<file path="src/rtl/riscv_ifetch_ctrl.sv">
// ============================================================================
// riscv_ifetch_ctrl
// ----------------------------------------------------------------------------
// Instruction-fetch front end for a small in-order RISC-V core. It walks a
// fetch PC through a combinational instruction memory and buffers the
// returned {pc, instr} pairs in a two-entry FIFO for decode. A two-entry
// buffer sustains one instruction per cycle through a stalled decode stage.
// Redirects (branch, jump or trap) flush the buffer and restart fetching
// from the word-aligned target. A redirect target with non-zero low bits
// raises a one-cycle error pulse.
//
// Parameters
//   XLEN           instruction and PC width in bits
//   IMEM_ADDR_BIT  instruction-memory byte-address width
//   RESET_PC       fetch PC loaded on reset
//
// Ports
//   i_clk             rising-edge clock
//   i_rst             synchronous active-high reset
//   o_imem_addr       word address to the instruction memory
//   i_imem_instr      instruction at o_imem_addr, same cycle
//   i_fetch_en        fetch enable; 0 stops new fetches
//   i_redirect_valid  redirect request
//   i_redirect_pc     redirect target byte address
//   o_if_valid        instruction available to decode
//   o_if_instr        instruction at the FIFO head (0 when empty)
//   o_if_pc           byte PC of o_if_instr (0 when empty)
//   i_if_ready        decode accepts the head entry
//   o_fetch_err       one-cycle pulse after a misaligned redirect
// ============================================================================
module riscv_ifetch_ctrl #(
   parameter int unsigned     XLEN          = 32,
   parameter int unsigned     IMEM_ADDR_BIT = 12,
   parameter logic [XLEN-1:0] RESET_PC      = '0
) (
   input  logic                     i_clk,
   input  logic                     i_rst,

   output logic [IMEM_ADDR_BIT-3:0] o_imem_addr,
   input  logic [XLEN-1:0]          i_imem_instr,

   input  logic                     i_fetch_en,
   input  logic                     i_redirect_valid,
   input  logic [XLEN-1:0]          i_redirect_pc,

   output logic                     o_if_valid,
   output logic [XLEN-1:0]          o_if_instr,
   output logic [XLEN-1:0]          o_if_pc,
   input  logic                     i_if_ready,

   output logic                     o_fetch_err
);

   localparam int unsigned CNT_W    = 2;
   localparam int unsigned WORD_LSB = 2;

   // One buffered fetch result
   typedef struct packed {
      logic [XLEN-1:0] pc;
      logic [XLEN-1:0] instr;
   } entry_t;

   typedef enum logic {
      S_IDLE = 1'b0,
      S_RUN  = 1'b1
   } state_t;

   state_t             r_state;
   logic [XLEN-1:0]    r_fetch_pc;
   entry_t             r_head;      // entry 0: oldest, presented to decode
   entry_t             r_tail;      // entry 1: valid only when count == 2
   logic [CNT_W-1:0]   r_count;
   logic               r_fetch_err;

   logic               w_empty;
   logic               w_full;
   logic               w_pop;
   logic               w_push;
   logic               w_misaligned;
   logic [XLEN-1:0]    w_redirect_pc_al;
   logic [XLEN-1:0]    w_fetch_pc_inc;
   entry_t             w_new_entry;

   // FIFO status and handshake decode
   assign w_empty = (r_count == CNT_W'(0));
   assign w_full  = (r_count == CNT_W'(2));
   assign w_pop   = !w_empty && i_if_ready;

   // A full FIFO still accepts a fetch when the head leaves in the same cycle
   assign w_push  = (r_state == S_RUN) && i_fetch_en && !i_redirect_valid &&
                    (!w_full || w_pop);

   // Redirect target handling
   assign w_misaligned     = (i_redirect_pc[WORD_LSB-1:0] != '0);
   assign w_redirect_pc_al = {i_redirect_pc[XLEN-1:WORD_LSB], {WORD_LSB{1'b0}}};

   assign w_fetch_pc_inc   = r_fetch_pc + XLEN'(4);
   assign w_new_entry      = '{pc: r_fetch_pc, instr: i_imem_instr};

   // Upper PC bits are dropped, so fetch wraps modulo the memory size
   assign o_imem_addr = r_fetch_pc[IMEM_ADDR_BIT-1:WORD_LSB];

   // Decode-facing view of the FIFO head, forced to zero when empty
   assign o_if_valid  = !w_empty;
   assign o_if_instr  = w_empty ? '0 : r_head.instr;
   assign o_if_pc     = w_empty ? '0 : r_head.pc;
   assign o_fetch_err = r_fetch_err;

   // Fetch FSM, fetch PC, FIFO and error flag
   always_ff @(posedge i_clk) begin
      if (i_rst) begin
         r_state     <= S_IDLE;
         r_fetch_pc  <= RESET_PC;
         r_head      <= '0;
         r_tail      <= '0;
         r_count     <= '0;
         r_fetch_err <= 1'b0;
      end else begin
         r_fetch_err <= i_redirect_valid && w_misaligned;

         unique case (r_state)
            S_IDLE:  if (i_fetch_en)  r_state <= S_RUN;
            S_RUN:   if (!i_fetch_en) r_state <= S_IDLE;
            default: r_state <= S_IDLE;
         endcase

         if (i_redirect_valid) begin
            // Flush wins over any push; a coincident pop is still a transfer
            r_fetch_pc <= w_redirect_pc_al;
            r_head     <= '0;
            r_tail     <= '0;
            r_count    <= '0;
         end else begin
            if (w_push) begin
               r_fetch_pc <= w_fetch_pc_inc;
            end

            unique case ({w_push, w_pop})
               2'b10: begin
                  if (w_empty) r_head <= w_new_entry;
                  else         r_tail <= w_new_entry;
                  r_count <= r_count + CNT_W'(1);
               end
               2'b01: begin
                  r_head  <= r_tail;
                  r_tail  <= '0;
                  r_count <= r_count - CNT_W'(1);
               end
               2'b11: begin
                  // Count is unchanged; the new entry lands behind what remains
                  if (w_full) begin
                     r_head <= r_tail;
                     r_tail <= w_new_entry;
                  end else begin
                     r_head <= w_new_entry;
                  end
               end
               default: begin
               end
            endcase
         end
      end
   end

endmodule

</file>
<file path="config.mk">
export PLATFORM = sky130hd
export DESIGN_NAME = riscv_ifetch_ctrl
export DESIGN_NICKNAME = d
export VERILOG_FILES = /design/src/rtl/riscv_ifetch_ctrl.sv
export SDC_FILE = /design/constraint.sdc
export NUM_CORES = 1
export LEC_CHECK = 0
export BUFFER_PORTS_ARGS = -buffer_cell sky130_fd_sc_hd__clkbuf_2
export CORE_UTILIZATION = 40
export CTS_CLUSTER_DIAMETER = 40
export CTS_CLUSTER_SIZE = 40
export DETAILED_ROUTE_END_ITERATION = 6
export PLACE_DENSITY = 0.65
export SYNTH_ARGS = -nofsm -noshare
export SYNTH_HDL_FRONTEND = slang
export SYNTH_SLANG_ARGS = --single-unit
</file>
<file path="constraint.sdc">
create_clock -name i_clk -period 5.25 [get_ports i_clk]
set_input_delay 0.525 -clock i_clk [delete_from_list [all_inputs] [get_ports i_clk]]
set_output_delay 0.525 -clock i_clk [all_outputs]
set_load 0.01 [all_outputs]
</file>
==> results of run 1 <==
-- final cells by class --
type                            instances  area share [%]
Clock inverter                         11            1.75
Multi-Input combinational cell        628            43.7
Clock buffer                           20            5.36
Sequential cell                       158            36.3
Tap cell                              229            3.29
Inverter                                7           0.302
Timing Repair Buffer                  151            9.23
-- stage by stage --
stage	power (mW)	worst slack (ps)	hold slack, ps
floorplan	1.39	3310	428
global placement	1.45	2360	435
detailed placement	1.46	2280	442
CTS	2.75	2500	322
global route	2.82	2230	333
finish	2.73	2540	336
-- where the power goes --
group / switching (mW) / internal (mW)
Combinational: 0.106 / 0.0642
Sequential: 0.0363 / 1.22
Clock: 0.511 / 0.790
-- critical path: cells and delay by family (launching register included) --
family                 cells  cell delay (ps)
AO/OA/AOI/OAI              2              560
AND/OR/NAND/NOR            1              680
buffers and inverters      1              740
flip-flops                 1              380
multiplexers               1              220
-- routing by layer --
| metal | global-route usage [%] | vias to the layer above |
|---|---|---|
| met5 | 0 | - |
| met4 | 4.83 | 0 |
| met3 | 4.05 | 15 |
| met2 | 28.7 | 219 |
| met1 | 28.7 | 2891 |
| li1 | - | 3244 |
-- worst max path at each step --
stage                    end  depth (start not counted)
3_3_place_gp      r_tail[44]                          7
4_1_cts           r_head[25]                          5
2_1_floorplan  r_fetch_pc[6]                          8
3_5_place_dp      r_tail[44]                          7
6_report          r_head[25]                          5
5_1_grt           r_head[20]                          6
-- cell usage in the layout, fill, tap and decap left out, types with 7 or more instances in the layout --
cell type  Yosys  final
a211oi_1      70     70
a21oi_1       15     15
and2_1        62     62
buf_4         18      7
clkbuf_16      0     17
clkbuf_2       0    142
dfxtp_1      158    158
mux2i_1       62     62
nand2_1       87     86
nand3_1       75     75
nand4_1        9      9
nor2_1        92     91
o21ai_0       62     62
o21ai_1       13     11
xor2_1        13     13
-- sequential cells by signal, indices dropped and copies added, names as in the netlist --
| signal | flops |
|---|---|
| r_fetch_pc | 30 |
| r_state | 1 |
| r_count | 2 |
| r_head | 62 |
| o_fetch_err | 1 |
| r_tail | 62 |
-- cells by family (layout without fill, tap and decap cells) --
group           count (synthesis)  after routing  synth area share (%)
buf+inv                        93            189                  6.03
mux                            63             63                  8.57
flops                         158            158                  42.9
fa+ha+maj                       1              1                 0.170
other cells                     1              2                0.0509
simple gates                  361            361                  24.4
xor+xnor                       17             17                  2.02
compound gates                184            184                  15.8
==> results.cfg, run 1 <==
[detailed_routing]
via_count = 6369
met1Wirelength_um = 9100
maxUsedRoutingLayer = met4
wire_per_inst_um = 15.2
viasPerCell = 5.29
drcViolationCount = 0
dr_wl_met2_um = 7870
drt_first_pass_iters = 5
drt_iter0_markers = 390
drt_wl_total_um = 18300
ant_nets = 0
wl_met3_um = 1180

[clocking]
cts_tree = done
clk_latency_ps = 430
htree_levels = 4
clockRootBuffer = clkbuf_16
cts_setup_buffers = 0
cts_buffer_depth = 2
numClockSinks = 158
numCtsBuffers = 17
cts_resized = 0
hold_buffers = 0
clk_pin_slew_worst_paths_ps = 60

[critical_path]
startpoint_type = flip-flop
critPathSlowestCell = buf_4
ff2ff_setup_slack_ps = 2540
rr_worst_depth = 5
critPathMaxFanout = 67
r2r_start = r_count[1]
worstSetupPathType = flip-flop to flip-flop
critical_path_arrival_ps = 3040
r2r_end = r_head[25]
crit_start = r_count[1]
required_ps = 5580
critPathCaptureType = flip-flop
worst_path_largest_cell_delay_ps = 740
crit_path_cell_trace = or2_2 -> o211ai_1 -> buf_4 -> mux2i_1 -> a211oi_1

[yosys]
netlist.area_leader.share_pct = 42.9
seq_area_frac_synth_pct = 42.9
yosys_warnings = 0
synth-seq-cells = 158
yosysMostFrequentCell = dfxtp_1
synth_top_area_cell = dfxtp_1
synth_area_leaders = dfxtp_1, mux2i_1, a211oi_1
syn_area_um2 = 7370
syn_inst = 878
avgSynthCellArea_um2 = 8.40
synthTopCellsByCount = dfxtp_1, nor2_1, nand2_1
synth-edff-count = 0
synth-main-ff-cell = dfxtp_1
synth_cell_types = 55
ys_async_sr_fraction_pct = 0

[sta]
maxSlewViolCount = 0
hold_viol_final = 0
fin_tns_setup_ps = 0
fmax_mhz = 370
finClkSkew_ps = 6.58
period_share_pct = 51.5
rsz0062_at_grt = no
worst_slew_pin_slew_ps = 1260
setup_viol = 0
fin_crit_ps = 2710
slew_headroom_pct = 15.4

[place]
dpl.cell_count = 1173
gp_congestion = 0.810
portBuffers = 142
place_area_um2 = 8090
dp_hpwl_um = 11800

[global_route]
antenna_found_initial = 0
overflow = 0
grt_pass1_vias = 5465
grt_max_degree = 99
grt_pass1_wl_um = 28700
track_usage_pct = 19.5

[finish]
multi_input_area_um2 = 3810
utilization_pct = 48.3
fin_area_um2 = 8710
regArea_um2 = 3160
fin_cells = 1204
drive_above_1_share_pct = 20.2
finalNetCount = 1033
areaGrowthSynthToFinish_pct = 18.1
num_antenna_cells = 0
fill_cells = 1732

[die]
io_pins = 145
core_um2 = 18000
die_x_um = 138
die_h_um = 138
start_util_pct = 40.9
row_count = 49
die_area_um2 = 19000

[hold_path]
worstHoldStart = i_imem_instr[30]
min_to = r_tail[30]
hold_class = input port to flip-flop
hold_depth = 3

[pwr]
power_density_nw_per_um2 = 314
peakVddDrop_mv = 0.233
leakage_nw = 3.67

[job]
cap_violations = 0

[status]
status = finished clean
Note: power is estimated with default switching activity, not from simulation.
==> run 2, diff against run 1 <==
--- a/config.mk
+++ b/config.mk
@@ -10,7 +10,7 @@
 export CTS_CLUSTER_DIAMETER = 40
 export CTS_CLUSTER_SIZE = 40
 export DETAILED_ROUTE_END_ITERATION = 6
-export PLACE_DENSITY = 0.65
+export PLACE_DENSITY = 0.67
 export SYNTH_ARGS = -nofsm -noshare
 export SYNTH_HDL_FRONTEND = slang
 export SYNTH_SLANG_ARGS = --single-unit
==> constraint.sdc (replaced) <==
create_clock -name i_clk -period 2.2 [get_ports i_clk]
set_input_delay 0.22 -clock i_clk [delete_from_list [all_inputs] [get_ports i_clk]]
set_output_delay 0.22 -clock i_clk [all_outputs]
set_load 0.01 [all_outputs]
==> results.cfg, run 2 (same netlist as run 1, synthesis figures left out) <==
[die]
row_count = 49
start_util_pct = 40.9
die_x_um = 138
io_pins = 145
die_area_um2 = 19000
core_um2 = 18000
die_h_um = 138

[clocking]
numClockSinks = 158
clk_latency_ps = 430
clockRootBuffer = clkbuf_16
cts_setup_buffers = 0
htree_levels = 4
clk_pin_slew_worst_paths_ps = 70
cts_tree = done
cts_buffer_depth = 2
numCtsBuffers = 17

[sta]
rsz0062_at_grt = no
holdWs_ps = 25.5
period_share_pct = 94.2
setup_viol = 0
finClkSkew_ps = 21.9
fin_ws_ps = 129
slew_headroom_pct = 65.2
fin_crit_ps = 2070
fin_tns_setup_ps = 0
fmax_mhz = 483
hold_viol_final = 0
worst_slew_pin_slew_ps = 520
maxSlewViolCount = 0

[critical_path]
worst_path_largest_cell_delay_ps = 370
critPathSlowestCell = dfxtp_1
critPathMaxFanout = 32
worstSetupPathType = flip-flop to output port
crit_path_cell_trace = or2_2 -> buf_4 -> buf_6 -> and2_1 -> clkbuf_2
r2r_start = r_fetch_pc[2]
critical_path_arrival_ps = 1850
ff2ff_setup_slack_ps = 260
critPathCaptureType = output port
required_ps = 1980
startpoint_type = flip-flop
path_delay_family = simple AND/OR/NAND/NOR gates
path_buf_inv = 3
rr_worst_depth = 6
r2r_end = r_fetch_pc[28]

[detailed_routing]
dr_wl_met2_um = 8400
maxUsedRoutingLayer = met4
wire_per_inst_um = 15.4
ant_nets = 0
drt_iter0_markers = 349
drt_first_pass_iters = 5
wl_met3_um = 1150
via_count = 6488
drcViolationCount = 0
met1Wirelength_um = 9180
viasPerCell = 5.23
drt_wl_total_um = 19100

[hold_path]
min_to = o_fetch_err
worstHoldStart = i_redirect_pc[0]
hold_class = input port to flip-flop
hold_depth = 3

[global_route]
track_usage_pct = 20.5
antenna_found_initial = 0
grt_max_degree = 70
grt_pass1_wl_um = 30000
grt_pass1_vias = 5897
overflow = 0

[finish]
regArea_um2 = 3160
finalNetCount = 1068
largestRegisters = r_head x62, r_tail x62, r_fetch_pc x30
num_antenna_cells = 0
multi_input_area_um2 = 3810
fin_cells = 1240
areaGrowthSynthToFinish_pct = 23.2
fin_area_um2 = 9080
final_common_cell = dfxtp_1
drive_above_1_share_pct = 22.8
fill_cells = 1728
layout_common_cells = dfxtp_1, clkbuf_2, nor2_1, nand2_1, nand3_1
utilization_pct = 50.4

[place]
place_area_um2 = 8460
gp_congestion = 0.913
portBuffers = 142
dpl.cell_count = 1208
place_ws_ps = 299
dp_hpwl_um = 13100

[pwr]
peakVddDrop_mv = 0.563
leakage_nw = 3.87
power_density_nw_per_um2 = 716
power.total_mw = 6.50

[status]
status = finished clean

[job]
cap_violations = 0
[run 2: changes by cell type in the layout (fill, tap and decap cells not counted), sizes merged]
| cell | change |
|---|---|
| inv | -4 |
| clkbuf | +2 |
| buf | +35 |
| clkinvlp | +3 |
[run 2: how the worst max path moves through the flow]
stage,slack (ps),cells past startpoint,from,end
after detailed placement,300,6,r_fetch_pc[2],r_fetch_pc[28]
final,130,5,r_count[1],o_if_instr[8]
after global placement,350,5,r_fetch_pc[10],r_fetch_pc[31]
after floorplan,330,6,r_fetch_pc[2],r_fetch_pc[28]
after CTS,20,5,r_count[1],o_if_instr[8]
after global routing,30,5,r_count[1],o_if_instr[8]
[run 2: what timing repair did]
action	4_1_cts	5_1_grt
hold buffers	0	0
gates resized for setup	0	1
endpoints found under the setup margin	0	32
[run 2: metal layers]
metal  GRT usage, %  vias to the layer above
li1               -                     3310
met1           27.8                     2958
met2           31.7                      193
met3           4.23                       27
met4           7.61                        0
met5              0                        -
[run 2: area by class of cell]
| type | count | share of cell area [%] |
|---|---|---|
| well taps | 229 | 3.16 |
| multi-input cells | 628 | 42.0 |
| inverters | 7 | 0.289 |
| repair buffers | 186 | 13.0 |
| clock inverters | 10 | 1.50 |
| flip-flops and latches | 158 | 34.8 |
| clock buffers | 22 | 5.22 |
[run 2: power by group]
part | switching, mW | internal (mW) | total [mW]
combinational | 0.297 | 0.192 | 0.489
clock | 1.17 | 1.87 | 3.04
sequential | 0.0548 | 2.92 | 2.97
[run 2: worst reg2reg max path: stages, from the launching register on]
cell	delay [ps]
dfxtp_1	340
ha_1	210
nand4_1	240
nor3_4	280
nand4_2	170
or3_1	330
a311oi_1	270
==> run 3, diff against run 2 <==
--- a/config.mk
+++ b/config.mk
@@ -10,7 +10,7 @@
 export CTS_CLUSTER_DIAMETER = 40
 export CTS_CLUSTER_SIZE = 40
 export DETAILED_ROUTE_END_ITERATION = 6
-export PLACE_DENSITY = 0.67
+export PLACE_DENSITY = 0.65
 export SYNTH_ARGS = -nofsm -noshare
 export SYNTH_HDL_FRONTEND = slang
 export SYNTH_SLANG_ARGS = --single-unit
==> constraint.sdc (replaced) <==
create_clock -name i_clk -period 2.4 [get_ports i_clk]
set_input_delay 0.24 -clock i_clk [delete_from_list [all_inputs] [get_ports i_clk]]
set_output_delay 0.24 -clock i_clk [all_outputs]
set_load 0.01 [all_outputs]
==> results.cfg, run 3 (same netlist as run 1, synthesis figures left out) <==
[critical_path]
rr_worst_depth = 7
required_ps = 2160
startpoint_type = flip-flop
critPathCaptureType = output port
critPathMaxFanout = 32
critical_path_arrival_ps = 1940
worstSetupPathType = flip-flop to output port

[clocking]
clockRootBuffer = clkbuf_16
cts_tree = done
htree_levels = 4
hold_buffers = 0
numCtsBuffers = 17
clk_pin_slew_worst_paths_ps = 60
clk_latency_ps = 420
cts_resized = 0
cts_setup_buffers = 0
cts_buffer_depth = 2
numClockSinks = 158

[die]
start_util_pct = 40.9
die_x_um = 138
die_h_um = 138
core_um2 = 18000
die_area_um2 = 19000
row_count = 49
io_pins = 145

[finish]
fin_cells = 1224
areaGrowthSynthToFinish_pct = 20.8
multi_input_area_um2 = 3810
num_antenna_cells = 0
utilization_pct = 49.4
finalNetCount = 1052
drive_above_1_share_pct = 21.6
final_common_cell = dfxtp_1
regArea_um2 = 3160
largestRegisters = r_head x62, r_tail x62, r_fetch_pc x30
fill_cells = 1742
layout_common_cells = dfxtp_1, clkbuf_2, nor2_1, nand2_1, nand3_1

[detailed_routing]
drt_iter0_markers = 365
drt_wl_total_um = 18700
wire_per_inst_um = 15.3
drcViolationCount = 0
via_count = 6456
drt_first_pass_iters = 4
ant_nets = 0
viasPerCell = 5.27

[global_route]
gr-usage-met2_pct = 30.7
grt_pass1_vias = 5773
grt_pass1_wl_um = 29600
gr-usage-met1_pct = 28.1
grt_max_degree = 125
grt.busiest_layer = met2
overflow = 0
antenna_found_initial = 0
grt_util_met3_pct = 4.27
track_usage_pct = 20.1

[sta]
fin_crit_ps = 2180
period_share_pct = 90.7
finClkSkew_ps = 6.15
holdWs_ps = 53.6
maxSlewViolCount = 0
setup_viol = 0
hold_viol_final = 0
fin_tns_setup_ps = 0
rsz0062_at_grt = no
fmax_mhz = 460

[place]
portBuffers = 142
dp_hpwl_um = 12300
gp_congestion = 0.868
dpl.cell_count = 1192

[pwr]
power.total_mw = 5.90
leakage_nw = 3.77
peakVddDrop_mv = 0.494
power_density_nw_per_um2 = 662

[job]
cap_violations = 0

[status]
status = finished clean

[hold_path]
hold_class = input port to flip-flop
hold_depth = 3
## run 3: changes by cell type in the layout (fill, tap and decap cells not counted)
cell	previous run	this run
buf_12	11	8
buf_4	32	20
buf_6	1	0
clkbuf_8	3	2
clkinv_2	3	4
clkinv_4	1	0
clkinvlp_4	3	4
## run 3: power by group
part	leakage (nW)	switching (mW)	internal [mW]
Sequential	1.28	0.0603	2.68
Clock	0.285	1.05	1.68
Combinational	2.20	0.259	0.168
## run 3: worst paths after layout
check	start	to	slack, ps
hold / removal	i_imem_instr[30]	r_tail[30]	50
hold reg to reg	r_tail[55]	r_tail[55]	450
setup / recovery	r_count[1]	o_if_pc[14]	220
setup reg to reg	r_fetch_pc[2]	r_fetch_pc[16]	380
## run 3: stage by stage
step	setup slack, ps	area (µm²)
global route	78.5	8910
floorplan	532	7370
CTS	187	8910
finish	224	8910
detailed placement	420	8310
global placement	451	8310
## run 3: layer usage
layer,up-vias,wire length [µm]
met5,-,0
li1,3296,-
met4,0,253
met3,21,1340
met1,2894,9100
met2,245,7980
## run 3: layout make-up
cell class / instances / share of cell area, %
Sequential cell: 158 / 35.5
Multi-Input combinational cell: 628 / 42.8
Tap cell: 229 / 3.22
Timing Repair Buffer: 170 / 11.5
Inverter: 7 / 0.295
Clock inverter: 11 / 1.57
Clock buffer: 21 / 5.17
## run 3: critical path, stage by stage (launching register included)
cell,delay (ps)
dfxtp_1,430
or2_2,390
buf_4,350
and2_1,200
clkbuf_2,140
